**src/rtl/shift_add_mult4.sv**
```systemverilog
// ---------------------------------------------------------------------------
// shift_add_mult4
//
// Sequential unsigned W x W -> 2W shift-and-add multiplier. A single W-bit
// ripple-carry adder is reused once per cycle to accumulate partial products,
// so one multiply takes W iterations instead of a full array multiplier.
//
// Handshake toward the controlling block (valid/ready semantics):
//   start is a request that is accepted only on a clock edge where the block
//   is in IDLE; a start seen in RUN or DONE is dropped, not queued. busy is
//   high for exactly the W cycles of iteration. done is a one-cycle pulse,
//   and product is valid from that cycle on. product is held until the next
//   accepted start completes.
//
// Ports:
//   clk      in   1    rising-edge clock
//   rst_n    in   1    asynchronous active-low reset (aborts any operation)
//   start    in   1    request, sampled only in IDLE
//   a        in   W    multiplicand, captured on accepted start
//   b        in   W    multiplier, captured on accepted start
//   product  out  2W   registered result a*b
//   busy     out  1    high while iterating
//   done     out  1    one-cycle completion pulse
//
// All outputs are registered; there is no combinational input-to-output path.
// W must be at least 2.
// ---------------------------------------------------------------------------
module shift_add_mult4 #(
    parameter int W = 4
) (
    input  logic           clk,
    input  logic           rst_n,
    input  logic           start,
    input  logic [W-1:0]   a,
    input  logic [W-1:0]   b,
    output logic [2*W-1:0] product,
    output logic           busy,
    output logic           done
);

    localparam int CW = $clog2(W) + 1;

    typedef enum logic [1:0] {
        IDLE = 2'd0,
        RUN  = 2'd1,
        DONE = 2'd2
    } state_t;

    state_t state;
    state_t state_next;

    // Private copies of the operands: m is the multiplicand, lo starts as the
    // multiplier and is consumed LSB-first while the low product bits shift
    // in from the top. hi holds the running upper half of the accumulator.
    logic [W-1:0]  m;
    logic [W-1:0]  hi;
    logic [W-1:0]  lo;
    logic [CW-1:0] cnt;

    // Ripple-carry adder: hi + (lo[0] ? m : 0), carry-in tied low.
    logic [W-1:0]  addend;
    logic [W-1:0]  sum;
    logic [W:0]    rc;

    // Accumulator after the right shift. The adder carry-out lands in the
    // MSB of hi, so the bit above hi after the shift is always zero and needs
    // no storage; nothing is ever dropped.
    logic [W-1:0]  hi_sh;
    logic [W-1:0]  lo_sh;
    logic          last_iter;

    assign addend = lo[0] ? m : '0;
    assign rc[0]  = 1'b0;

    for (genvar i = 0; i < W; i++) begin : g_fa
        assign sum[i]  = hi[i] ^ addend[i] ^ rc[i];
        assign rc[i+1] = (hi[i] & addend[i]) | (rc[i] & (hi[i] ^ addend[i]));
    end

    assign hi_sh     = {rc[W], sum[W-1:1]};
    assign lo_sh     = {sum[0], lo[W-1:1]};
    assign last_iter = (cnt == CW'(W - 1));

    // -----------------------------------------------------------------------
    // FSM state register
    // -----------------------------------------------------------------------
    always_ff @(posedge clk or negedge rst_n) begin
        if (!rst_n) begin
            state <= IDLE;
        end else begin
            state <= state_next;
        end
    end

    // -----------------------------------------------------------------------
    // FSM next-state logic
    // -----------------------------------------------------------------------
    always_comb begin
        state_next = state;
        case (state)
            IDLE:    if (start)     state_next = RUN;
            RUN:     if (last_iter) state_next = DONE;
            DONE:                   state_next = IDLE;
            default:                state_next = IDLE;
        endcase
    end

    // -----------------------------------------------------------------------
    // Datapath and registered outputs. busy/done are registered from the
    // next state so they line up with the state they describe.
    // -----------------------------------------------------------------------
    always_ff @(posedge clk or negedge rst_n) begin
        if (!rst_n) begin
            m       <= '0;
            hi      <= '0;
            lo      <= '0;
            cnt     <= '0;
            product <= '0;
            busy    <= 1'b0;
            done    <= 1'b0;
        end else begin
            busy <= (state_next == RUN);
            done <= (state_next == DONE);
            case (state)
                IDLE: begin
                    if (start) begin
                        m   <= a;
                        hi  <= '0;
                        lo  <= b;
                        cnt <= '0;
                    end
                end
                RUN: begin
                    hi  <= hi_sh;
                    lo  <= lo_sh;
                    cnt <= cnt + 1'b1;
                    if (last_iter) begin
                        product <= {hi_sh, lo_sh};
                    end
                end
                default: begin
                end
            endcase
        end
    end

endmodule

```
**config.mk**
```make
export PLATFORM = sky130hd
export DESIGN_NAME = shift_add_mult4
export DESIGN_NICKNAME = d
export VERILOG_FILES = /design/src/rtl/shift_add_mult4.sv
export SDC_FILE = /design/constraint.sdc
export NUM_CORES = 1
export LEC_CHECK = 0
export ABC_CLOCK_PERIOD_IN_PS = 5350
export CORE_UTILIZATION = 32
export DETAILED_ROUTE_END_ITERATION = 7
export PLACE_DENSITY = 0.56
export SETUP_SLACK_MARGIN = 0.05
export SYNTH_ARGS = -nofsm -noshare
export SYNTH_HDL_FRONTEND = slang
export SYNTH_SLANG_ARGS = --single-unit
export TNS_END_PERCENT = 20
```
**constraint.sdc**
```tcl
create_clock -name clk -period 5.35 [get_ports clk]
set_input_delay 1.3375 -clock clk [delete_from_list [all_inputs] [get_ports clk]]
set_output_delay 1.3375 -clock clk [all_outputs]
set_load 0.005 [all_outputs]
```
==> metrics.md <==
| Metric | Value |
|---|---|
| Status | `finished clean` |
| Cell Count, Final, Fillers Out | `158` |
| Post-synthesis cell count | `90` |
| Sequential fraction of the synthesis area | `between 50% and 60%` |
| Number of stages on the worst hold path | `1` |
| Vertical die dimension | `around 64 um` |
| TritonCTS clock tree | `built` |
| Buffers from clock root to sink, at most | `2` |
| Synth Area in Compound Gates | `a little under a tenth` |
| Post-Route Skew | `a little under 2 ps` |
| Worst slew pin tran | `619 ps` |
| Worst setup EP type | `output port` |
| Post-synthesis share of cell area spent on full adders, half adders and majority gates | `under 10%` |
| Wirelength per Cell | `13.2 um` |
| Element type at the critical path start | `flop` |
| Part of the power in registers | `between 40 and 50%` |
| Crit path max-delay cell type | `sky130_fd_sc_hd__clkdlybuf4s50_1` |
| Summed negative setup slack over all endpoints | `0 ps` |
| Cell type contributing the most total cell area after synthesis | `sky130_fd_sc_hd__dfrtp_1` |
| Share of total power in the clock network | `between 10% and 20%` |
| Sequence of cells on the critical path | `clkdlybuf4s50_1` |
| Fmax | `0.405 GHz` |
| Die span in x | `~64 um` |
| Starting density of the core | `approximately a third` |
| Setup ws final | `approximately 2900 ps` |
| H-Tree Depth | `1` |
| Cell family with most CP delay | `buffers and inverters` |
| Relative contribution of combinational cells to total power | `a little over two fifths` |
| Antenna diodes | `0` |
| Type of the worst setup path | `reg2out` |
| Parity-gate share of the synthesized area counting xor and xnor cells | `0%` |
| Area grow syn2layout | `22.5%` |
| Number of maximum-capacitance violations | `0` |
| Row count | `22` |
| Internal Pwr Total | `549 uW` |
| Largest family of logic cells by synthesized area | `multiplexers` |
| Clock transition at the registers of the reported paths | `~90 ps` |
| Post-Syn Area | `1220 um2` |
| Final hold slack | `485 ps` |
| Worst-case headroom to the max-slew limit | `58.6%` |
| Data required time of the worst path | `around 4000 ps` |
| Worst Setup Slack post-DPL | `2590 ps` |
| Number of buffers inserted during clock tree synthesis | `3` |
| Power per cell area | `~550 nW/um2` |
| Final setup vio count | `0` |
| Post-detailed-route via-to-cell ratio | `4.70` |
| Worst-Skew Late Latency | `around 270 ps` |
| Core Region | `3660 um2` |
| Via count of the first global-routing pass | `759` |
| Maximum fanout count along the critical path | `2` |
| Number of clock sinks | `27` |
| Area share of the largest cell type after synthesis | `a little under three fifths` |
| Number of nets with antenna violations after routing | `0` |
| Startpoint of the most critical hold path | `cnt[0]$_DFFE_PN0P_` |
| Net switching power figure | `269 uW` |
| Worst R2R Setup Slack | `~3100 ps` |
| HPWL Detailed | `1510 um` |
| Total DRC errors in the routed layout | `0` |
| Buffers and inverters on the worst path | `1` |
| Buffer cell driving the clock tree root | `sky130_fd_sc_hd__clkbuf_8` |
| Hold Fails Final Rpt | `0` |
| Global-route wire length before repair | `~3700 um` |
| Top-level port count | `21` |
| Post CTS Setup Buffer Count | `0` |
| Unique masters post-synth | `23` |
| Syn_nets | `~110` |
| Leftover overflow at the end of global routing | `0` |
| GRT Overall Usage | `roughly an eighth` |
| Overall power | `818 uW` |
| Worst Hold Class | `reg2reg` |
| Share of cell area taken by muxes after synthesis | `a little under an eighth` |
| Synthesized area per cell | `around 14 um2` |
| Warnings from Yosys | `0` |
| Maximum number of pins on one net before global-route repair | `28` |
| Maximum vdd drop | `about 0.17 mV` |
| Post-layout minimum cycle time | `~2500 ps` |
| Final count of pins violating max slew | `0` |
| Count of instances resized after the clock tree is built | `0` |
| Seq cells post-synth | `27` |
| Period utilization | `between 40% and 50%` |
| Number of fillers in the final layout | `between 300 and 400` |
| Hold Crit Endpoint | `cnt[0]$_DFFE_PN0P_` |
| Share of post-route cells with drive strength above 1 | `between 10% and 20%` |
| Net count, final | `~130` |
| Longest individual stage delay on the worst path | `~500 ps` |
| Highest-count cells in the layout ignoring fill and taps | `sky130_fd_sc_hd__dfrtp_1, sky130_fd_sc_hd__clkdlybuf4s50_1, sky130_fd_sc_hd__inv_1, sky130_fd_sc_hd__mux2_2, sky130_fd_sc_hd__mux2i_1` |
| Unrepaired setup endpoints after global routing | `no` |
| Via Count | `742` |
| Total Die Area | `approximately 4000 um2` |
| Post-Route WL | `2090 um` |
| Endpoint of the worst register-to-register path | `hi[2]$_DFFE_PN0P_` |
| Detailed-routing iteration count for the pre-antenna-repair pass | `2` |
| Leading cell types by total area after synthesis | `sky130_fd_sc_hd__dfrtp_1, sky130_fd_sc_hd__mux2_2, sky130_fd_sc_hd__fa_1` |
| Number of buffers added on ports | `20` |
| Initial detailed-routing violation count | `4` |
| Number of cell instances on the worst register-to-register path | `7` |
| Commonest non-fill, non-tap cell in the layout | `sky130_fd_sc_hd__dfrtp_1` |
| Number of hold-repair buffers added at the cts stage | `0` |
| Number of antenna violations at the first check in global routing | `0` |
| Number of cells after detailed placement | `roughly 150` |
| Switching share of power | `~33%` |
| Launch point of the worst reg-to-reg path | `lo[0]$_DFFE_PN0P_` |
| Last weighted congestion value of the routability-driven placer | `just under 0.7` |
| Area fraction in and, or, nand and nor cells after synthesis | `slightly below 9%` |
| CP arrival | `1130 ps` |
| Static power due to leakage | `approximately 0.66 nW` |
| Logic depth of the worst setup path including buffers | `1` |
## area by class of cell
type | count | area, um2 | area share, %
clock inverter | 1 | 5.00 | 0.335
timing repair buffer | 21 | 208 | 13.9
sequential | 27 | 676 | 45.2
clock buffer | 3 | 41.3 | 2.76
multi-input combinational | 46 | 459 | 30.7
tap | 48 | 60.1 | 4.02
inverter | 12 | 45.0 | 3.02
## sequential cells by signal, summed over array words and instances (netlist names)
signal and count:
m 4, product 8, busy 1, state 2, done 1, lo 4, hi 4, cnt 3
## Yosys cell counts
| cell type | n |
|---|---|
| sky130_fd_sc_hd__dfrtp_1 | 27 |
| sky130_fd_sc_hd__inv_1 | 12 |
| sky130_fd_sc_hd__mux2_2 | 8 |
| sky130_fd_sc_hd__mux2i_1 | 5 |
| sky130_fd_sc_hd__o221a_2 | 4 |
| sky130_fd_sc_hd__o22ai_1 | 4 |
| sky130_fd_sc_hd__or4b_1 | 4 |
| sky130_fd_sc_hd__fa_1 | 3 |
| sky130_fd_sc_hd__ha_1 | 3 |
| sky130_fd_sc_hd__nand2_1 | 3 |
| sky130_fd_sc_hd__a21oi_1 | 2 |
| sky130_fd_sc_hd__buf_2 | 2 |
| sky130_fd_sc_hd__buf_6 | 2 |
| sky130_fd_sc_hd__o2bb2ai_1 | 2 |
| sky130_fd_sc_hd__and2_1 | 1 |
| sky130_fd_sc_hd__buf_4 | 1 |
| sky130_fd_sc_hd__nand2b_1 | 1 |
| sky130_fd_sc_hd__nand3b_1 | 1 |
| sky130_fd_sc_hd__nor3b_4 | 1 |
| sky130_fd_sc_hd__o21ba_2 | 1 |
| sky130_fd_sc_hd__o21bai_1 | 1 |
| sky130_fd_sc_hd__or2b_1 | 1 |
| sky130_fd_sc_hd__or2b_2 | 1 |
## logic make-up (layout without fill, tap and decap cells)
family,Yosys count,in the layout
AO/OA/AOI/OAI,14,14
AND/OR/NAND/NOR,13,13
adder cells (fa/ha/maj),6,6
buffers and inverters,17,37
flip-flops,27,27
multiplexers,13,13
## power by group through the flow
stage | Sequential, mW | Combinational, mW | Clock [mW]
global route | 0.370 | 0.389 | 0.129
CTS | 0.358 | 0.356 | 0.119
global placement | 0.357 | 0.344 | 0
floorplan | 0.340 | 0.259 | 0
finish | 0.356 | 0.347 | 0.115
detailed placement | 0.362 | 0.355 | 0
## layer usage
layer  global-route usage, %  vias to the layer above  wire length [um]
met2                    19.9                       10              1030
met1                    15.0                      377               959
met5                       0                        -                 0
li1                        -                      351                 -
met3                    2.50                        4                60
met4                    5.97                        0                40
## how the worst max path moves through the flow
stage / end / startpoint
after detailed placement: m[1]$_DFFE_PN0P_ / start
after CTS: product[1] / product[1]$_DFFE_PN0P_
after global routing: product[7] / product[7]$_DFFE_PN0P_
final: product[7] / product[7]$_DFFE_PN0P_
after global placement: m[1]$_DFFE_PN0P_ / start
after floorplan: hi[2]$_DFFE_PN0P_ / lo[0]$_DFFE_PN0P_
## through the flow
| stage | utilization [%] | area, um2 |
|---|---|---|
| after floorplan | - | 1220 |
| after global placement | 39.5 | 1450 |
| after detailed placement | 39.5 | 1450 |
| after CTS | 40.8 | 1490 |
| after global routing | 40.8 | 1490 |
| final | 40.8 | 1490 |
No activity file was read; power rests on OpenSTA's default activity.
